### config.mk
export PLATFORM = sky130hd
export DESIGN_NAME = spi_wb_master
export DESIGN_NICKNAME = d
export VERILOG_FILES = /design/src/rtl/spi_wb_master.sv
export SDC_FILE = /design/constraint.sdc
export NUM_CORES = 1
export LEC_CHECK = 0
export CAP_MARGIN = 10
export CORE_MARGIN = 5
export CORE_UTILIZATION = 50
export DETAILED_ROUTE_END_ITERATION = 10
export PLACE_DENSITY = 0.72
export RECOVER_POWER = 100
export SYNTH_ARGS = -nofsm -noshare
export SYNTH_HDL_FRONTEND = slang
export SYNTH_SLANG_ARGS = --single-unit
### constraint.sdc
create_clock -name clk -period 5.9 [get_ports clk]
set_input_delay 1.475 -clock clk [delete_from_list [all_inputs] [get_ports clk]]
set_output_delay 1.475 -clock clk [all_outputs]
set_load 0.01 [all_outputs]
### src/rtl/spi_wb_master.sv
// rtl/spi_wb_master.sv - SPI byte-stream command parser bridging to a classic Wishbone master.
module spi_wb_master #(
    parameter int WB_ADDR_WIDTH = 32,
    parameter int WB_DATA_WIDTH = 32
) (
    input  logic                     clk,
    input  logic                     rst,
    input  logic                     spi_rx_valid,
    input  logic [7:0]               spi_rx_data,
    output logic                     spi_tx_valid,
    output logic [7:0]               spi_tx_data,
    input  logic                     spi_tx_ready,
    input  logic                     spi_cs_n,
    output logic [WB_ADDR_WIDTH-1:0] wb_adr_o,
    output logic [WB_DATA_WIDTH-1:0] wb_dat_o,
    input  logic [WB_DATA_WIDTH-1:0] wb_dat_i,
    output logic                     wb_we_o,
    output logic [3:0]               wb_sel_o,
    output logic                     wb_stb_o,
    output logic                     wb_cyc_o,
    input  logic                     wb_ack_i,
    input  logic                     wb_err_i,
    output logic                     busy
);

    typedef enum logic [2:0] {IDLE, LEN, ADDR, RD_DATA, WR_DATA, TERM} state_t;

    state_t                   state, state_next;
    logic [15:0]              cnt;
    logic [15:0]              len;
    logic [31:0]              addr;
    logic [WB_DATA_WIDTH-1:0] rd_word;
    logic [WB_DATA_WIDTH-1:0] wr_word;
    logic [WB_DATA_WIDTH-1:0] wr_next;
    logic                     rd_err;
    logic                     wr_err;
    logic                     is_rd;
    logic                     started;
    logic                     rx;
    logic                     wb_done;
    logic                     valid_cmd;
    logic                     last_pl;
    logic [1:0]               idx;
    logic [3:0]               lanes;
    logic [31:0]              full_addr;

    assign rx        = spi_rx_valid && !spi_cs_n;
    assign wb_done   = wb_cyc_o && (wb_ack_i || wb_err_i);
    assign valid_cmd = (spi_rx_data == 8'hA1) || (spi_rx_data == 8'hA2);
    assign last_pl   = (cnt == len - 16'd1);
    assign idx       = cnt[1:0];
    assign lanes     = {idx == 2'd3, idx >= 2'd2, idx >= 2'd1, 1'b1};
    assign full_addr = {spi_rx_data, addr[23:0]};
    assign wb_stb_o  = wb_cyc_o;
    assign busy      = (state != IDLE);

    always_comb begin
        wr_next = wr_word;
        wr_next[{idx, 3'b000} +: 8] = spi_rx_data;
    end

    always_ff @(posedge clk or negedge rst) begin
        if (!rst) state <= IDLE;
        else      state <= state_next;
    end

    // Chip-select abort waits for an in-flight bus cycle before leaving the frame.
    always_comb begin
        state_next = state;
        if (spi_cs_n && state != IDLE) begin
            if (!wb_cyc_o || wb_done) state_next = IDLE;
        end else if (rx) begin
            case (state)
                IDLE:    if (valid_cmd) state_next = LEN;
                LEN:     if (cnt == 16'd1) state_next = ADDR;
                ADDR:    if (cnt == 16'd3) state_next = (len == 16'd0) ? TERM : (is_rd ? RD_DATA : WR_DATA);
                RD_DATA: if (last_pl) state_next = TERM;
                WR_DATA: if (last_pl) state_next = TERM;
                TERM:    state_next = IDLE;
                default: state_next = IDLE;
            endcase
        end
    end

    always_ff @(posedge clk or negedge rst) begin
        if (!rst) begin
            started      <= 1'b0;
            spi_tx_valid <= 1'b0;
            spi_tx_data  <= 8'hDA;
            wb_cyc_o     <= 1'b0;
            wb_we_o      <= 1'b0;
            wb_sel_o     <= 4'h0;
            wb_adr_o     <= '0;
            wb_dat_o     <= '0;
            cnt          <= 16'd0;
            len          <= 16'd0;
            addr         <= 32'd0;
            rd_word      <= '0;
            wr_word      <= '0;
            rd_err       <= 1'b0;
            wr_err       <= 1'b0;
            is_rd        <= 1'b0;
        end else begin
            started <= 1'b1;
            if (!started) spi_tx_valid <= 1'b1;
            else if (spi_tx_valid && spi_tx_ready) spi_tx_valid <= 1'b0;

            if (wb_done) begin
                wb_cyc_o <= 1'b0;
                if (wb_we_o) begin
                    wr_err <= wr_err | wb_err_i;
                end else begin
                    rd_word <= wb_dat_i;
                    rd_err  <= wb_err_i;
                end
            end

            if (state_next != state) cnt <= 16'd0;
            else if (rx)             cnt <= cnt + 16'd1;

            if (spi_cs_n && state != IDLE && state_next == IDLE) begin
                spi_tx_data  <= 8'hDA;
                spi_tx_valid <= 1'b1;
            end

            if (rx) begin
                spi_tx_valid <= 1'b1;
                case (state)
                    IDLE: begin
                        spi_tx_data <= valid_cmd ? (spi_rx_data & 8'h7F) : 8'hDA;
                        is_rd       <= (spi_rx_data == 8'hA1);
                        wr_err      <= 1'b0;
                        wr_word     <= '0;
                    end
                    LEN: begin
                        spi_tx_data <= 8'h00;
                        len[{cnt[0], 3'b000} +: 8] <= spi_rx_data;
                    end
                    ADDR: begin
                        spi_tx_data <= 8'h00;
                        addr[{cnt[1:0], 3'b000} +: 8] <= spi_rx_data;
                        if (cnt == 16'd3 && is_rd && len != 16'd0) begin
                            wb_cyc_o <= 1'b1;
                            wb_we_o  <= 1'b0;
                            wb_sel_o <= 4'hF;
                            wb_adr_o <= WB_ADDR_WIDTH'(full_addr);
                        end
                    end
                    RD_DATA: begin
                        spi_tx_data <= rd_err ? 8'h00 : rd_word[{idx, 3'b000} +: 8];
                        // Next word is fetched as soon as the current one is fully consumed.
                        if (idx == 2'd3 && !last_pl) begin
                            addr     <= addr + 32'd4;
                            wb_cyc_o <= 1'b1;
                            wb_we_o  <= 1'b0;
                            wb_sel_o <= 4'hF;
                            wb_adr_o <= WB_ADDR_WIDTH'(addr + 32'd4);
                        end
                    end
                    WR_DATA: begin
                        spi_tx_data <= wr_err ? 8'hEF : 8'hEE;
                        if (idx == 2'd3 || last_pl) begin
                            addr     <= addr + 32'd4;
                            wb_cyc_o <= 1'b1;
                            wb_we_o  <= 1'b1;
                            wb_sel_o <= lanes;
                            wb_adr_o <= WB_ADDR_WIDTH'(addr);
                            wb_dat_o <= wr_next;
                            wr_word  <= '0;
                        end else begin
                            wr_word <= wr_next;
                        end
                    end
                    TERM:    spi_tx_data <= 8'hDA;
                    default: spi_tx_data <= 8'hDA;
                endcase
            end
        end
    end

endmodule

==> run_results.csv, run 1 <==
group,metric,value,unit
clock_tree,clk_pin_slew,0.06,ns
finish,regArea,0.00536,sq mm
sta,rsz0062_at_grt,"false",
finish,layout-drive-gt1-share,0.100,
worst_setup_path,critPathLaunchType,"register",
placement,placed_area,0.0127,sq mm
yosys,syn_inst,1185,
worst_setup_path,arrival,5.08,ns
finish,fillers,1911,
pwr,internal_power,3270,uW
worst_setup_path,critical_path_class,"register to register",
run_status,violations,"capacitance limit, slew limit",
clock_tree,clkLatencyLatePin,0.51,ns
run_status,outcome,"complete, but fails checks",
finish,final_area,0.0134,sq mm
sta,finClkSkew,0.00925,ns
detailed_routing,drc_errors,0,
floorplanning,die_h,161,microns
yosys,syn_avg_cell_area,9.60,sq um
grt,grt_max_degree,121,
floorplanning,start_util,0.505,
worst_hold_path,hold_depth,1,
detailed_routing,wire_per_inst,19.5,microns
finish,nNetsFinal,1318,
sta,hold_viol_final,0,
finish,multi_input_area,0.00547,sq mm
pwr,power_leakage,0.00590,uW
pwr,power_density,372,mW/mm^2
clock_tree,clock-sinks,214,
floorplanning,die_width,161,microns
worst_setup_path,cp_cell_sequence,"or4_1, nor4_1, mux2_2, o21ai_1, nand4_1, and2_0, o21a_1, nor2_8, mux2_1",
finish,final_cell_mix,"dfrtp_1 (209), nand2_1 (157), nor2_1 (102), o21ai_0 (85), dlygate4sd3_1 (84)",
yosys,ys_ff_latch,214,
pwr,p_switching,1710,uW
yosys,yosysWarnings,0,
worst_setup_path,crit_path_end_kind,"register",
sta,fin_tns_setup,0,ns
pwr,comb_power_share,0.311,
floorplanning,rows,55,
finish,area_growth_syn_to_layout,17.8,%
placement,port_buffers,127,
clock_tree,clk_path_buf_depth,3,
placement,gp_congestion,0.874,
worst_setup_path,crit_path_max_fanout,37,
sta,slew-limit-headroom,-1.01,
detailed_routing,routed_wirelength,30600,microns
yosys,ys_types,72,
yosys,async_flop_share,1.00,
detailed_routing,vias,9433,
detailed_routing,dr.pass1.iters,5,
yosys,seq_area_frac_synth,0.471,
worst_hold_path,hold_class,"register to register",
floorplanning,die_area,0.0259,sq mm
grt,track_usage,0.232,
sta,finalSetupViolations,0,
grt,grt_overflow,0,
sta,timing.fmax,0.213,GHz
grt,grt_pass1_vias,9032,
run,max_cap_violations,2,
sta,worst_pin_slew,3.01,ns
sta,report.final.slew_viol_count,153,
grt,antenna_found_initial,0,
pwr,power_frac_seq,0.402,
detailed_routing,final_antenna_net_count,0,
clock_tree,cts-root-buf,"clkbuf_16",
sta,finalCritPeriodShare,0.794,
clock_tree,numCtsBuffers,23,
yosys,synthFlopType,"dfrtp_1",
clock_tree,h-tree-depth,1,
sta,period_needed,4.69,ns
clock_tree,cts_tree,"built",
pwr,irDropWorstVdd,0.000276,V
floorplanning,io_pins,128,
placement,dp_hpwl,20800,microns
worst_setup_path,critPathRequiredTime,6.29,ns
floorplanning,core,0.0225,sq mm
finish,layout_commonest_cell,"dfrtp_1",
worst_setup_path,cp_slowest_cell,"nor2_8",
clock_tree,cts_hold_buf,0,
yosys,synth_edf_count,0,
grt,grt_pass1_wl,49200,microns
yosys,synth_nets,1241,
finish,diodes,0,
worst_setup_path,cpPeakStageDelay,0.73,ns
pwr,pwr-share-clk,0.287,
detailed_routing,drt_iter0_drc,904,
clock_tree,post_cts_buffers,0,
pwr,swShare,0.343,
clock_tree,cts-resized-gates,0,
detailed_routing,viasPerCell,6.03,
worst_setup_path,rr_worst_depth,9,
yosys,syn_area,0.0114,sq mm
-- stage by stage --
stage	total power, uW	hold slack, ns	utilization	cells	setup slack, ns
floorplan	3010	0.401	-	1185	2.51
CTS	5080	0.421	0.598	1564	1.72
detailed placement	3640	0.410	0.565	1522	1.30
finish	4980	0.419	0.595	1564	1.21
global placement	3600	0.409	0.565	1522	1.38
global route	5270	0.477	0.595	1564	0.793
-- metal layers --
layer,track usage,share of wire
met5,0,0
met4,0.0589,0.019
met3,0.0477,0.082
met2,0.353,0.46
met1,0.343,0.44
-- kinds of logic (layout without fill, tap and decap cells) --
group | after synthesis | after routing | share of synthesized area
xor gates and xnor gates | 56 | 56 | 0.0431
adders and majority gates | 9 | 9 | 0.00990
AOI/OAI and AO/OA | 262 | 262 | 0.151
other | 1 | 1 | 0.000330
DFF | 214 | 214 | 0.471
muxes | 86 | 86 | 0.0934
buffers and inverters | 113 | 207 | 0.0450
and+or+nand+nor | 444 | 444 | 0.186
-- cells in the mapped netlist (5+ instances only) --
cell type / n / share of area
a21oi_1: 42 / 0.018
a22oi_1: 7 / 0.0046
a311oi_1: 18 / 0.014
a31oi_1: 41 / 0.023
and2_1: 7 / 0.0039
and3_1: 15 / 0.0083
and4_1: 5 / 0.0039
buf_2: 13 / 0.0057
buf_6: 8 / 0.0079
clkbuf_1: 59 / 0.019
dfrtp_1: 209 / 0.46
dfstp_2: 5 / 0.012
ha_1: 9 / 0.0099
inv_1: 26 / 0.0086
mux2_1: 25 / 0.025
mux2_2: 52 / 0.051
mux4_2: 8 / 0.016
nand2_1: 157 / 0.052
nand2b_1: 37 / 0.020
nand3_1: 45 / 0.020
nand4_1: 11 / 0.0061
nor2_1: 103 / 0.034
nor3_1: 22 / 0.0097
nor4_1: 10 / 0.0055
o21ai_0: 81 / 0.036
o21ai_1: 6 / 0.0026
o31ai_1: 17 / 0.011
or3_1: 5 / 0.0028
xnor2_1: 29 / 0.022
xor2_1: 27 / 0.021
-- area by class of cell --
type	count	share of cell area
inverter	26	0.00728
tap	285	0.0266
clock inverter	9	0.00598
multi-input combinational	858	0.408
sequential	214	0.400
timing repair buffer	139	0.101
clock buffer	33	0.0502
-- power by group through the flow --
stage | Combinational [uW] | Sequential, uW | Clock, uW
floorplan | 1060 | 1960 | 0
CTS | 1620 | 2000 | 1450
global placement | 1580 | 2020 | 0
finish | 1550 | 2000 | 1430
detailed placement | 1610 | 2030 | 0
global route | 1710 | 2040 | 1520
-- registers in the layout, summed over array words and instances, names as in the netlist, 3 cells and up --
name / cells
addr: 32
rd_word: 32
wb_adr_o: 32
wb_dat_o: 32
wr_word: 32
cnt: 16
len: 16
spi_tx_data: 8
wb_sel_o: 4
state: 3
-- final timing paths --
kind                       slack (ns)          startpoint                        to
setup / recovery                 1.21  len[3]$_DFFE_PN0P_   wb_adr_o[7]$_DFFE_PN0P_
hold / removal                   0.42   started$_DFF_PN0_  spi_tx_valid$_DFFE_PN0P_
setup reg to reg                 1.21  len[3]$_DFFE_PN0P_   wb_adr_o[7]$_DFFE_PN0P_
hold reg to reg                  0.42   started$_DFF_PN0_  spi_tx_valid$_DFFE_PN0P_
max in group asynchronous        2.20                 rst   wr_word[16]$_DFFE_PN0P_
min in group asynchronous        1.88                 rst   rd_word[14]$_DFFE_PN0P_
-- critical path: cells and delay by family, from the launching register on --
family	cells	cell delay [ns]
DFF	1	0.46
AOI/OAI and AO/OA	2	0.75
muxes	2	0.77
and+or+nand+nor	5	2.54
Power figures use the tool's default switching activity.
==> inputs of run 2 (changes only) <==
==> constraint.sdc (replaced) <==
create_clock -name clk -period 4.7 [get_ports clk]
set_input_delay 1.175 -clock clk [delete_from_list [all_inputs] [get_ports clk]]
set_output_delay 1.175 -clock clk [all_outputs]
set_load 0.01 [all_outputs]
==> run_results.csv, run 2 (synthesis gave the netlist of run 1 again) <==
group,metric,value,unit
pwr,swShare,0.335,
worst_hold_path,worstHoldStart,"started$_DFF_PN0_",
pwr,pwr-share-clk,0.317,
sta,finalSetupViolations,0,
run,max_cap_violations,3,
floorplanning,die_area,0.0259,sq mm
detailed_routing,wire_per_inst,19.7,microns
sta,slew-limit-headroom,-0.590,
clock_tree,cts_hold_buf,0,
worst_setup_path,arrival,4.57,ns
sta,fin_tns_setup,0,ns
worst_hold_path,hold_class,"register to register",
floorplanning,start_util,0.505,
placement,gp_congestion,0.923,
floorplanning,rows,55,
floorplanning,core,0.0225,sq mm
clock_tree,numCtsBuffers,24,
clock_tree,cts-resized-gates,0,
sta,finClkSkew,0.0219,ns
grt,grt_max_degree,96,
sta,rsz0062_at_grt,"false",
finish,area_growth_syn_to_layout,20.4,%
floorplanning,die_h,161,microns
grt,grt_overflow,0,
pwr,power_leakage,0.00604,uW
worst_setup_path,critical_path_class,"register to register",
clock_tree,cts-root-buf,"clkbuf_16",
placement,dp_hpwl,21300,microns
floorplanning,io_pins,128,
sta,timing.fmax,0.239,GHz
worst_setup_path,r2r_slack,0.52,ns
placement,dp_slack,0.750,ns
detailed_routing,routed_wirelength,31100,microns
clock_tree,clk_pin_slew,0.06,ns
clock_tree,clock-sinks,214,
pwr,power_density,482,mW/mm^2
worst_setup_path,rr_worst_depth,9,
worst_setup_path,cp_cell_sequence,"or4_1, nor4_1, mux2_2, o21ai_0, nand4_1, and2_0, o21a_4, nor2_8, mux2_1",
worst_setup_path,cpPeakStageDelay,0.74,ns
clock_tree,h-tree-depth,1,
worst_setup_path,critPathRequiredTime,5.09,ns
run_status,violations,"capacitance limit, slew limit",
worst_hold_path,whs_endpoint,"spi_tx_valid$_DFFE_PN0P_",
finish,fillers,1862,
sta,worst_pin_slew,2.38,ns
sta,report.final.slew_viol_count,128,
finish,regArea,0.00536,sq mm
finish,layout-drive-gt1-share,0.114,
detailed_routing,drt_iter0_drc,1060,
worst_setup_path,r2r_end,"wb_adr_o[9]$_DFFE_PN0P_",
finish,layout_commonest_cell,"dfrtp_1",
worst_setup_path,critPathBufInv,0,
grt,grt_pass1_wl,50700,microns
pwr,internal_power,4390,uW
detailed_routing,viasPerCell,6.08,
finish,multi_input_area,0.00549,sq mm
clock_tree,clkLatencyLatePin,0.53,ns
grt,grt_pass1_vias,9439,
detailed_routing,vias,9618,
sta,period_needed,4.18,ns
clock_tree,post_cts_buffers,0,
detailed_routing,drc_errors,0,
worst_setup_path,r2r-start,"len[3]$_DFFE_PN0P_",
placement,placed_area,0.0128,sq mm
pwr,p_switching,2210,uW
sta,hold_viol_final,0,
floorplanning,die_width,161,microns
run_status,outcome,"complete, but fails checks",
clock_tree,cts_tree,"built",
worst_setup_path,crit_path_end_kind,"register",
worst_setup_path,crit_path_max_fanout,37,
worst_setup_path,crit_family,"simple AND/OR/NAND/NOR gates",
worst_setup_path,cp_slowest_cell,"or4_1",
grt,track_usage,0.238,
worst_setup_path,critPathLaunchType,"register",
grt,antenna_found_initial,1,
clock_tree,clk_path_buf_depth,3,
finish,final_area,0.0137,sq mm
sta,finalCritPeriodShare,0.890,
finish,nNetsFinal,1334,
worst_hold_path,hold_depth,1,
pwr,irDropWorstVdd,0.000340,V
detailed_routing,final_antenna_net_count,0,
placement,port_buffers,127,
finish,final_cell_mix,"dfrtp_1 (209), nand2_1 (157), nor2_1 (103), o21ai_0 (86), dlygate4sd3_1 (84)",
pwr,comb_power_share,0.307,
pwr,power_frac_seq,0.376,
sta,fin_ws,0.517,ns
detailed_routing,dr.pass1.iters,6,
run 2: worst max path at each step:
stage               slack [ns]               start                       end  cells past startpoint
finish                    0.52  len[3]$_DFFE_PN0P_   wb_adr_o[9]$_DFFE_PN0P_                      9
global route              0.29  len[3]$_DFFE_PN0P_  wb_adr_o[31]$_DFFE_PN0P_                      9
CTS                       0.73  len[3]$_DFFE_PN0P_   wb_adr_o[9]$_DFFE_PN0P_                      9
detailed placement        0.75  len[3]$_DFFE_PN0P_  wb_adr_o[28]$_DFFE_PN0P_                      9
global placement          0.79  len[3]$_DFFE_PN0P_  wb_adr_o[29]$_DFFE_PN0P_                      9
floorplan                 1.44  len[3]$_DFFE_PN0P_  wb_adr_o[10]$_DFFE_PN0P_                     12
run 2: through the flow:
stage / hold slack, ns / std cells / total power [uW] / util
finish: 0.437 / 1582 / 6600 / 0.609
global route: 0.441 / 1582 / 6950 / 0.609
CTS: 0.435 / 1581 / 6690 / 0.610
global placement: 0.408 / 1537 / 4530 / 0.571
detailed placement: 0.437 / 1537 / 4570 / 0.571
floorplan: 0.401 / 1185 / 3780 / -
run 2: power by group through the flow:
stage          logic [uW]  clock network (uW)  registers [uW]
2_1_floorplan        1320                   0            2460
3_3_place_gp         2030                   0            2500
3_5_place_dp         2060                   0            2510
4_1_cts              2080                2120            2480
5_1_grt              2220                2200            2530
6_report             2020                2090            2480
run 2: metal layers:
layer	share of wire	global-route usage	routed length, microns	vias to the layer above
met1	0.43	0.336	13400	4708
met2	0.46	0.376	14300	432
met4	0.024	0.0644	753	0
met3	0.086	0.0503	2680	67
li1	-	-	-	4411
met5	0	0	0	-
run 2: final cells by class:
class | instances | area share
Multi-Input combinational cell | 858 | 0.401
Timing Repair Buffer | 154 | 0.109
Antenna cell | 1 | 0.000183
Clock inverter | 14 | 0.0154
Inverter | 26 | 0.00713
Sequential cell | 214 | 0.392
Clock buffer | 30 | 0.0500
Tap cell | 285 | 0.0260
